**src/rtl/sequenciador_busca_pkg.sv**
```systemverilog
// Shared definitions for the fetch/execute sequencer and the opcode decoder:
// sequencer state encoding and the opcodes the sequencer reacts to.
package sequenciador_busca_pkg;

  typedef enum logic [1:0] {
    BUSCA     = 2'b00,
    EXECUTA   = 2'b01,
    ESPERA_IN = 2'b10,
    PARADO    = 2'b11
  } estado_t;

  localparam logic [4:0] OP_IN  = 5'b00010;
  localparam logic [4:0] OP_HLT = 5'b00001;

  localparam int JUMPE_W = 32;

  // An IN instruction cannot commit until the user has confirmed the input.
  function automatic logic bloqueia_in(input logic op_entrada,
                                       input logic entrada_valida);
    return op_entrada & ~entrada_valida;
  endfunction

endpackage

```
**src/rtl/sequenciador_busca_if.sv**
```systemverilog
// Bundle between the control unit/decoder side and the fetch sequencer.
// master = control unit side, slave = sequencer.
interface sequenciador_busca_if
  import sequenciador_busca_pkg::*;
#(
  parameter int ENDR_W = 10
);
  logic               jump;
  logic [JUMPE_W-1:0] jumpE;
  logic               halt;
  logic               opEntrada;
  logic               entradaValida;
  logic               continuar;
  logic [ENDR_W-1:0]  pc;
  logic               executa;
  logic               parado;
  logic               aguardandoEntrada;

  modport master (
    output jump, jumpE, halt, opEntrada, entradaValida, continuar,
    input  pc, executa, parado, aguardandoEntrada
  );

  modport slave (
    input  jump, jumpE, halt, opEntrada, entradaValida, continuar,
    output pc, executa, parado, aguardandoEntrada
  );
endinterface

```
**src/rtl/sequenciador_busca_contador_pc.sv**
```systemverilog
// Program counter register: loads a branch target or increments with
// natural wrap-around at 2^ENDR_W.
module contador_pc #(
  parameter int              ENDR_W     = 10,
  parameter logic [ENDR_W-1:0] PC_INICIAL = '0
) (
  input  logic              clock,
  input  logic              reset,
  input  logic              i_atualiza,
  input  logic              i_salta,
  input  logic [ENDR_W-1:0] i_alvo,
  output logic [ENDR_W-1:0] o_pc
);

  localparam logic [ENDR_W-1:0] UM = {{(ENDR_W-1){1'b0}}, 1'b1};

  logic [ENDR_W-1:0] r_pc;
  logic [ENDR_W-1:0] w_proximo;

  always_comb begin
    w_proximo = r_pc;
    if (i_atualiza) begin
      w_proximo = i_salta ? i_alvo : r_pc + UM;
    end
  end

  always_ff @(posedge clock or negedge reset) begin
    if (!reset) begin
      r_pc <= PC_INICIAL;
    end else begin
      r_pc <= w_proximo;
    end
  end

  assign o_pc = r_pc;

endmodule

```
**src/rtl/sequenciador_busca.sv**
```systemverilog
// Instruction fetch/execute sequencer: drives the instruction-memory address
// and issues the single-cycle commit strobe that gates architectural writes.
module sequenciador_busca
  import sequenciador_busca_pkg::*;
#(
  parameter int                ENDR_W     = 10,
  parameter logic [ENDR_W-1:0] PC_INICIAL = '0
) (
  input  logic               clock,
  input  logic               reset,
  sequenciador_busca_if.slave bus
);

  estado_t           r_estado;
  estado_t           w_proximo_estado;
  logic              w_executa;
  logic              w_atualiza_pc;
  logic              w_salta;
  logic [ENDR_W-1:0] w_pc;
  logic [ENDR_W-1:0] w_alvo;
  logic [JUMPE_W-ENDR_W-1:0] w_jumpE_unused;

  // Only the low ENDR_W bits of the branch target address instruction memory.
  assign w_alvo         = bus.jumpE[ENDR_W-1:0];
  assign w_jumpE_unused = bus.jumpE[JUMPE_W-1:ENDR_W];

  always_ff @(posedge clock or negedge reset) begin
    if (!reset) begin
      r_estado <= BUSCA;
    end else begin
      r_estado <= w_proximo_estado;
    end
  end

  // Priority inside EXECUTA: halt, then a blocked IN, then commit.
  always_comb begin
    w_proximo_estado = r_estado;
    case (r_estado)
      BUSCA: w_proximo_estado = EXECUTA;
      EXECUTA: begin
        if (bus.halt) begin
          w_proximo_estado = PARADO;
        end else if (bloqueia_in(bus.opEntrada, bus.entradaValida)) begin
          w_proximo_estado = ESPERA_IN;
        end else begin
          w_proximo_estado = BUSCA;
        end
      end
      ESPERA_IN: begin
        if (bus.entradaValida) begin
          w_proximo_estado = BUSCA;
        end
      end
      PARADO: begin
        if (bus.continuar) begin
          w_proximo_estado = BUSCA;
        end
      end
      default: w_proximo_estado = BUSCA;
    endcase
  end

  // Commit is a decode of state and decoder lines; parado/aguardandoEntrada
  // depend on the state register alone.
  always_comb begin
    w_executa     = 1'b0;
    w_atualiza_pc = 1'b0;
    w_salta       = 1'b0;
    case (r_estado)
      EXECUTA: begin
        if (!bus.halt && !bloqueia_in(bus.opEntrada, bus.entradaValida)) begin
          w_executa     = 1'b1;
          w_atualiza_pc = 1'b1;
          w_salta       = bus.jump;
        end
      end
      ESPERA_IN: begin
        if (bus.entradaValida) begin
          w_executa     = 1'b1;
          w_atualiza_pc = 1'b1;
          w_salta       = bus.jump;
        end
      end
      PARADO: begin
        w_atualiza_pc = bus.continuar;
      end
      default: begin
        w_executa = 1'b0;
      end
    endcase
  end

  assign bus.executa           = w_executa;
  assign bus.parado            = (r_estado == PARADO);
  assign bus.aguardandoEntrada = (r_estado == ESPERA_IN);
  assign bus.pc                = w_pc;

  contador_pc #(
    .ENDR_W    (ENDR_W),
    .PC_INICIAL(PC_INICIAL)
  ) u_contador_pc (
    .clock     (clock),
    .reset     (reset),
    .i_atualiza(w_atualiza_pc),
    .i_salta   (w_salta),
    .i_alvo    (w_alvo),
    .o_pc      (w_pc)
  );

endmodule

```
**src/flat_wrapper.sv**
```systemverilog
// flat-port wrapper written by rule: the top's interface ports become plain ports
module sequenciador_busca_flat import sequenciador_busca_pkg::*;
#(
  parameter int                ENDR_W     = 10,
  parameter logic [ENDR_W-1:0] PC_INICIAL = '0
)
  (clock, reset, bus_jump, bus_jumpE, bus_halt, bus_opEntrada, bus_entradaValida, bus_continuar, bus_pc, bus_executa, bus_parado, bus_aguardandoEntrada);
  sequenciador_busca_if #(.ENDR_W(ENDR_W)) bus_i ();
  input  logic clock;
  input  logic reset;
  input wire logic [$bits(bus_i.jump)-1:0] bus_jump;
  input wire logic [$bits(bus_i.jumpE)-1:0] bus_jumpE;
  input wire logic [$bits(bus_i.halt)-1:0] bus_halt;
  input wire logic [$bits(bus_i.opEntrada)-1:0] bus_opEntrada;
  input wire logic [$bits(bus_i.entradaValida)-1:0] bus_entradaValida;
  input wire logic [$bits(bus_i.continuar)-1:0] bus_continuar;
  output wire logic [$bits(bus_i.pc)-1:0] bus_pc;
  output wire logic [$bits(bus_i.executa)-1:0] bus_executa;
  output wire logic [$bits(bus_i.parado)-1:0] bus_parado;
  output wire logic [$bits(bus_i.aguardandoEntrada)-1:0] bus_aguardandoEntrada;
  assign bus_i.jump = bus_jump;
  assign bus_i.jumpE = bus_jumpE;
  assign bus_i.halt = bus_halt;
  assign bus_i.opEntrada = bus_opEntrada;
  assign bus_i.entradaValida = bus_entradaValida;
  assign bus_i.continuar = bus_continuar;
  assign bus_pc = bus_i.pc;
  assign bus_executa = bus_i.executa;
  assign bus_parado = bus_i.parado;
  assign bus_aguardandoEntrada = bus_i.aguardandoEntrada;
  sequenciador_busca #(.ENDR_W(ENDR_W), .PC_INICIAL(PC_INICIAL)) u_core (.clock(clock), .reset(reset), .bus(bus_i));
endmodule
```
**config.mk**
```make
export PLATFORM = sky130hd
export DESIGN_NAME = sequenciador_busca_flat
export DESIGN_NICKNAME = d
export VERILOG_FILES = /design/src/rtl/sequenciador_busca_pkg.sv /design/src/rtl/sequenciador_busca_if.sv /design/src/rtl/sequenciador_busca_contador_pc.sv /design/src/rtl/sequenciador_busca.sv /design/src/flat_wrapper.sv
export SDC_FILE = /design/constraint.sdc
export NUM_CORES = 1
export LEC_CHECK = 0
export BUFFER_PORTS_ARGS = -buffer_cell sky130_fd_sc_hd__buf_2
export CORE_UTILIZATION = 45
export DETAILED_ROUTE_END_ITERATION = 6
export PLACE_DENSITY = 0.83
export SETUP_SLACK_MARGIN = 0.5
export SYNTH_ARGS = -nofsm -noshare
export SYNTH_HDL_FRONTEND = slang
export SYNTH_HIERARCHICAL = 1
export SYNTH_SLANG_ARGS = --single-unit
```
**constraint.sdc**
```tcl
create_clock -name clock -period 3.8 [get_ports clock]
set_input_delay 0.19 -clock clock [delete_from_list [all_inputs] [get_ports clock]]
set_output_delay 0.19 -clock clock [all_outputs]
set_load 0.01 [all_outputs]
```
Word level (Yosys, flattened, before mapping)
Cells that the tools add are included.
{"block": "word_totals", "regBits": 12, "out_inout_bits": 13, "elab_cells": 28, "input_bits": 39}
{"block": "classes", "mux": 13, "n_reduce_logical": 5, "bitwise": 2, "n_addsub": 1, "n_eq_ne": 5}
{"op": "10-bit by 1-bit adder with 10-bit output, second input constant", "n": 1}
{"op": "10-bit 2-to-1 mux", "n": 1}
{"op": "2-bit 2-to-1 mux", "n": 4}
{"op": "2-bit one-hot mux with 4 select lines", "n": 1}
{"op": "2-bit == test, second input constant", "n": 2}
{"op": "1-bit 2-to-1 mux", "n": 4}
{"op": "2-bit inequality test, second input constant", "n": 2}
{"op": "1-bit one-hot mux with 2 select lines", "n": 2}
{"op": "1-bit one-hot mux with 3 select lines", "n": 1}
{"op": "2-bit by 1-bit == test with 1-bit output, second input constant", "n": 1}
{"op": "1-bit zero test", "n": 2}
{"op": "2-bit zero test", "n": 1}
{"op": "2-bit AND reduction", "n": 1}
{"op": "1-bit AND", "n": 1}
{"op": "1-bit logical AND", "n": 1}
{"op": "1-bit NOT", "n": 1}

Depth between registers and ports, before layout
{"block": "depth", "depth_word": 7, "mapped_depth": 11, "mapped_depth_nobuf": 9}

Hierarchy
Netlist, hierarchy kept.
{"mod": "contador_pc", "seq_area_each_um2": 250.2, "cells_each": 70, "area_each_um2": 599.3, "instances": 1}
{"mod": "sequenciador_busca", "seq_area_each_um2": 50.0, "cells_each": 27, "area_each_um2": 246.5, "instances": 1}

Worst setup path before layout
No wires, ideal clock.
{"block": "synth_path", "kind": "reg2reg", "start": "register u_core.r_estado[0]", "end": "register u_core.u_contador_pc.r_pc[8], in the netlist u_core/u_contador_pc/o_pc[8]", "period_less_slack_ns": 1.650, "stages_incl_launch_ff": 11, "setup_slack_ns": 2.150, "setup_ns": 0.137, "arrival_ns": 1.513, "required_time_ns": 3.663, "n_path_buf": 2, "path_cell_list": "dfrtp_1 > inv_1 > ha_1 > o211ai_1 > nor2_1 > buf_2 > inv_2 > buf_2 > o21ai_1 > a21oi_1 > a21oi_1"}
{"block": "synth_via", "elab_chain_len": 3, "elab_cells_between_ends": 6, "cone_classes": "eq/ne (3); mux (3)"}
{"item": "start, declared", "line_no": "sequenciador_busca.sv:14", "source": "estado_t r_estado;"}
{"item": "start signal, assigned", "line_no": "sequenciador_busca.sv:31", "source": "r_estado <= w_proximo_estado;"}
{"item": "2-bit == test"}
{"item": "named net bus_aguardandoEntrada", "line_no": "flat_wrapper.sv:20", "source": "output wire logic [$bits(bus_i.aguardandoEntrada)-1:0] bus_aguardandoEntrada;"}
{"item": "1-bit one-hot mux with 2 select lines", "line_no": "sequenciador_busca.sv:69", "source": "case (r_estado)"}
{"item": "named net u_core.w_salta", "line_no": "sequenciador_busca.sv:18", "source": "logic w_salta;"}
{"item": "10-bit 2-to-1 mux", "line_no": "sequenciador_busca_contador_pc.sv:23", "source": "w_proximo = i_salta ? i_alvo : r_pc + UM;"}
{"item": "end signal, assigned", "line_no": "sequenciador_busca_contador_pc.sv:31", "source": "r_pc <= w_proximo;"}
{"item": "end, declared", "line_no": "sequenciador_busca_contador_pc.sv:17", "source": "logic [ENDR_W-1:0] r_pc;"}
The timed path passes the listed nets, and every way through them passes these cells.
A chain may end at the register's enable or synchronous reset.

Final worst setup path
{"block": "layout_path", "start": "register u_core.r_estado[1]", "end": "register u_core.u_contador_pc.r_pc[2], in the netlist u_core/u_contador_pc/o_pc[2]"}
{"block": "layout_via", "elab_cells_between_ends": 6, "cone_classes": "eq/ne (3); mux (3)"}
{"item": "2-bit == test / 2-bit by 1-bit == test with 1-bit output (equally long branches)", "line_no": "sequenciador_busca.sv:69"}
{"item": "1-bit one-hot mux with 3 select lines (*)", "line_no": "sequenciador_busca.sv:69"}
{"item": "named net u_core.w_atualiza_pc", "line_no": "sequenciador_busca.sv:17", "source": "logic w_atualiza_pc;"}
Mark *: on every way through the listed nets, which the timed path passes. The rest lies on a longest branch.

==> results summary <==
Summing every instance area after synthesis gives 846 µm². The number of maximum-capacitance constraint violations is 0. The boundary pin count is 52.

The highest layer touched by signal routing is met4. The routed wire length is between 1500 and 2000 µm. Dividing the detail-routed wire length by the instance count gives around 13 µm. The post-synthesis register bit count is 12. The overall die area is 2060 µm². The cell leakage power is 0.512 nW. The type of destination of the critical path is a flip-flop. The total length of routed met3 wires is 104 µm. For the final database, setup skew stands at around 0.0026 ns. Data on the critical path arrives at its endpoint at about 2.4 ns.

The largest net degree at the start of global routing came out at 17. Among all stages on the critical path, the largest delay is contributed by sky130_fd_sc_hd__a31oi_2. Counting along the longest clock path gives a buffer depth of 2. The number of vias in the routed layout came out at 827. The number of clock sinks came out at 12. The category of the worst setup path launch point is a flip-flop. The width of the chip is 45.4 µm. The number of pins with negative max-slew slack in the final report is 0. The routed design could run at a clock period as short as 2.25 ns. The setup-violating endpoint count in the final report came out at 0. The synthesis warning total is 6.

In this run the power spent charging and discharging nets is 0.000322 W. The clock-pin slew reported for the worst setup and hold paths after clock tree synthesis came out at approximately 0.080 ns. Data on the critical path is required at its endpoint by approximately 4 ns. Setup total negative slack on the finished layout was measured at 0 ns. The number of antenna diodes in the final layout is 0.

The run finished with clean final reports. The largest stage delay on the critical path came out at 0.61 ns. The met1 routed wirelength after detailed routing is 828 µm. Synthesis instantiated 28 different standard cells from the library. The share of final-layout standard cells stronger than drive strength 1 came out at 30.7%.

The initial standard-cell utilization of the core came out at around half. The kind of critical path is reg2reg. For the worst-skew pair, the clock arrives at the later sink with an insertion delay of between 0.2 and 0.3 ns. The number of antenna violations at the first check in global routing is 0.

Registers are responsible for 32.4% of the overall power. The share of total power in combinational logic is 53.5%. The growth of design area from synthesis to finish came out at 24.1%. The worst-case IR drop observed on VDD is 0.392 mV. At the pin with the least slew margin, the transition time is 0.717 ns. TritonCTS created 3 clock buffers.

The routability-driven placement congestion ratio is 0.825. The highest attainable clock frequency came out at 0.445 GHz. The count of H-tree levels built during CTS came out at 1. The power per standard cell area came out at 688 nW/µm². The total length of routed met2 wires is 982 µm. The overflow left after global routing came out at 0. The floorplan has 15 rows. The post-synthesis cell count is between 90 and 100.

The share of total power dissipated in the clock network is 14.0%. The top cell types in the final layout, fill and taps aside, are sky130_fd_sc_hd__buf_2 (29), sky130_fd_sc_hd__nand2_1 (13), sky130_fd_sc_hd__a21oi_1 (13), sky130_fd_sc_hd__dfrtp_1 (12), sky130_fd_sc_hd__mux2i_1 (8). Clock tree synthesis selected as its root buffer the cell sky130_fd_sc_hd__clkbuf_4. When the netlist entered floorplanning its net count stood at 142. The first-iteration detailed-routing DRC count came out at 17. The internal power consumption came out at 0.000400 W. Along the worst path, the maximum fanout reaches 16.

In this run the post-CTS setup repair buffer count came out at 0. In the routed design, unresolved DRC markers number 0. The core box area is 1750 µm². After synthesis, the mean cell area works out to 8.72 µm². The final HPWL from detailed placement is roughly 1500 µm. The share of the core filled with cells in the final layout came out at 60.1%. The total routing resource utilization after global routing is 21.2%. The post-route fraction of the period consumed by the critical path came out at 59.1%. The sequential share of the synthesized area came out at 35.5%. The number of endpoints with negative hold slack in the final report is 0.

The first-pass detailed-route iteration total is 4. The number of global-route vias before repair came to 740. Setup repair after global routing left no endpoint under its margin. TritonCTS built the clock tree. Dividing the detail-routed via count by the number of cells gives 5.44. The count of nets left with antenna violations once routing finished came out at 0. The library cell used most frequently in the layout, excluding fill and tap cells, is sky130_fd_sc_hd__buf_2. The worst hold path belongs to the class in2reg. In this run the vertical extent of the chip is 45.4 µm. At the end of the flow, the number of nets in the layout was ~170.

The wire length of the first global-routing pass is 3080 µm. The proportion of total power due to net switching is approximately 45%. The number of buffer cells added on primary ports came out at 29.

The signal on the critical path passes through inv_1 > ha_1 > nand3b_4 > a31oi_2 > buf_4 > o21ai_0 > a22o_1. The worst-case headroom to the max-slew limit came out at 52.1%.
## synth_stat cells
cell	count	area, µm²
sky130_fd_sc_hd__a21boi_1	1	7.51
sky130_fd_sc_hd__a21oi_1	13	65.1
sky130_fd_sc_hd__a22o_1	1	8.76
sky130_fd_sc_hd__a31oi_2	1	12.5
sky130_fd_sc_hd__and3_1	1	6.26
sky130_fd_sc_hd__and4_1	1	8.76
sky130_fd_sc_hd__and4_4	1	11.3
sky130_fd_sc_hd__buf_2	3	15.0
sky130_fd_sc_hd__buf_4	1	7.51
sky130_fd_sc_hd__clkbuf_1	1	3.75
sky130_fd_sc_hd__dfrtp_1	12	300
sky130_fd_sc_hd__ha_1	6	75.1
sky130_fd_sc_hd__inv_1	5	18.8
sky130_fd_sc_hd__inv_2	1	3.75
sky130_fd_sc_hd__mux2i_1	8	80.1
sky130_fd_sc_hd__nand2_1	13	48.8
sky130_fd_sc_hd__nand2b_1	1	6.26
sky130_fd_sc_hd__nand3_1	2	10.0
sky130_fd_sc_hd__nand3b_4	1	20.0
sky130_fd_sc_hd__nand4_1	3	18.8
sky130_fd_sc_hd__nor2_1	7	26.3
sky130_fd_sc_hd__nor2b_1	1	6.26
sky130_fd_sc_hd__o211ai_1	1	7.51
sky130_fd_sc_hd__o21ai_0	3	15.0
sky130_fd_sc_hd__o21ai_1	2	10.0
sky130_fd_sc_hd__o22ai_1	5	31.3
sky130_fd_sc_hd__o22ai_2	1	12.5
sky130_fd_sc_hd__o32ai_1	1	8.76
## power by group through the flow
stage | Combinational (W) | Sequential [W] | Clock [W]
global placement | 0.000363 | 0.000232 | 0
global route | 0.000429 | 0.000242 | 0.000110
finish | 0.000387 | 0.000234 | 0.000101
detailed placement | 0.000384 | 0.000234 | 0
floorplan | 0.000269 | 0.000238 | 0
CTS | 0.000385 | 0.000233 | 0.000105
## what timing repair did
| item | 4_1_cts | 5_1_grt |
|---|---|---|
| gates resized for setup | 0 | 0 |
| endpoints found under the hold margin | 12 | 0 |
| hold buffers | 1 | 0 |
## through the flow
stage          cell area, µm²  setup slack, ns  hold slack, ns  instances  total power (W)
2_1_floorplan             846             2.15          -0.106         97         0.000508
3_3_place_gp             1000             1.68          0.0829        147         0.000595
5_1_grt                  1050             1.40           0.198        152         0.000782
3_5_place_dp             1000             1.58          0.0838        147         0.000618
4_1_cts                  1050             1.57           0.177        152         0.000723
6_report                 1050             1.55           0.184        152         0.000722
## final cells by class
class	instances	area, µm²
Fill cell	176	696
Multi-Input combinational cell	74	497
Sequential cell	12	300
Timing Repair Buffer	31	163
Clock buffer	4	36.3
Tap cell	25	31.3
Inverter	6	22.5
## routing by layer
layer / vias up / GRT usage (%)
met4: 0 / 7.27
met3: 2 / 5.20
met5: - / 0
li1: 411 / -
met1: 385 / 24.9
met2: 29 / 37.4
## worst paths after layout
check | start | slack (ns) | end | cells past startpoint
setup / recovery | u_core/r_estado[1]$_DFFE_PN0P_ | 1.55 | u_core/u_contador_pc/o_pc[2]$_DFFE_PN0P_ | 7
hold / removal | bus_jumpE[5] | 0.18 | u_core/u_contador_pc/o_pc[5]$_DFFE_PN0P_ | 3
setup reg to reg | u_core/r_estado[1]$_DFFE_PN0P_ | 1.55 | u_core/u_contador_pc/o_pc[2]$_DFFE_PN0P_ | 7
hold reg to reg | u_core/u_contador_pc/o_pc[3]$_DFFE_PN0P_ | 0.61 | u_core/u_contador_pc/o_pc[3]$_DFFE_PN0P_ | 2
max in group asynchronous | reset | 3.26 | u_core/u_contador_pc/o_pc[7]$_DFFE_PN0P_ | 2
min in group asynchronous | reset | 0.32 | u_core/u_contador_pc/o_pc[2]$_DFFE_PN0P_ | 2
## sequential cells by signal (all words and copies together) (netlist names)
name                       cells
u_core/r_estado                2
u_core/u_contador_pc/o_pc     10
## logic make-up (layout without fill, tap and decap cells)
kind of cell    Yosys count  count (layout)  synth area share [%]
flops                    12              12                  35.5
compound gates           29              29                  21.2
simple gates             31              31                  19.2
fa+ha+maj                 6               6                  8.88
mux                       8               8                  9.47
buf+inv                  11              41                  5.77
## worst max-delay path, delay by kind of cell, from the launching register on
kind,cells,cell delay (ns)
AO/OA/AOI/OAI,3,0.98
flip-flops,1,0.43
buffers and inverters,2,0.38
adder cells (fa/ha/maj),1,0.25
AND/OR/NAND/NOR,1,0.10
(Power assumes the default switching activity.)
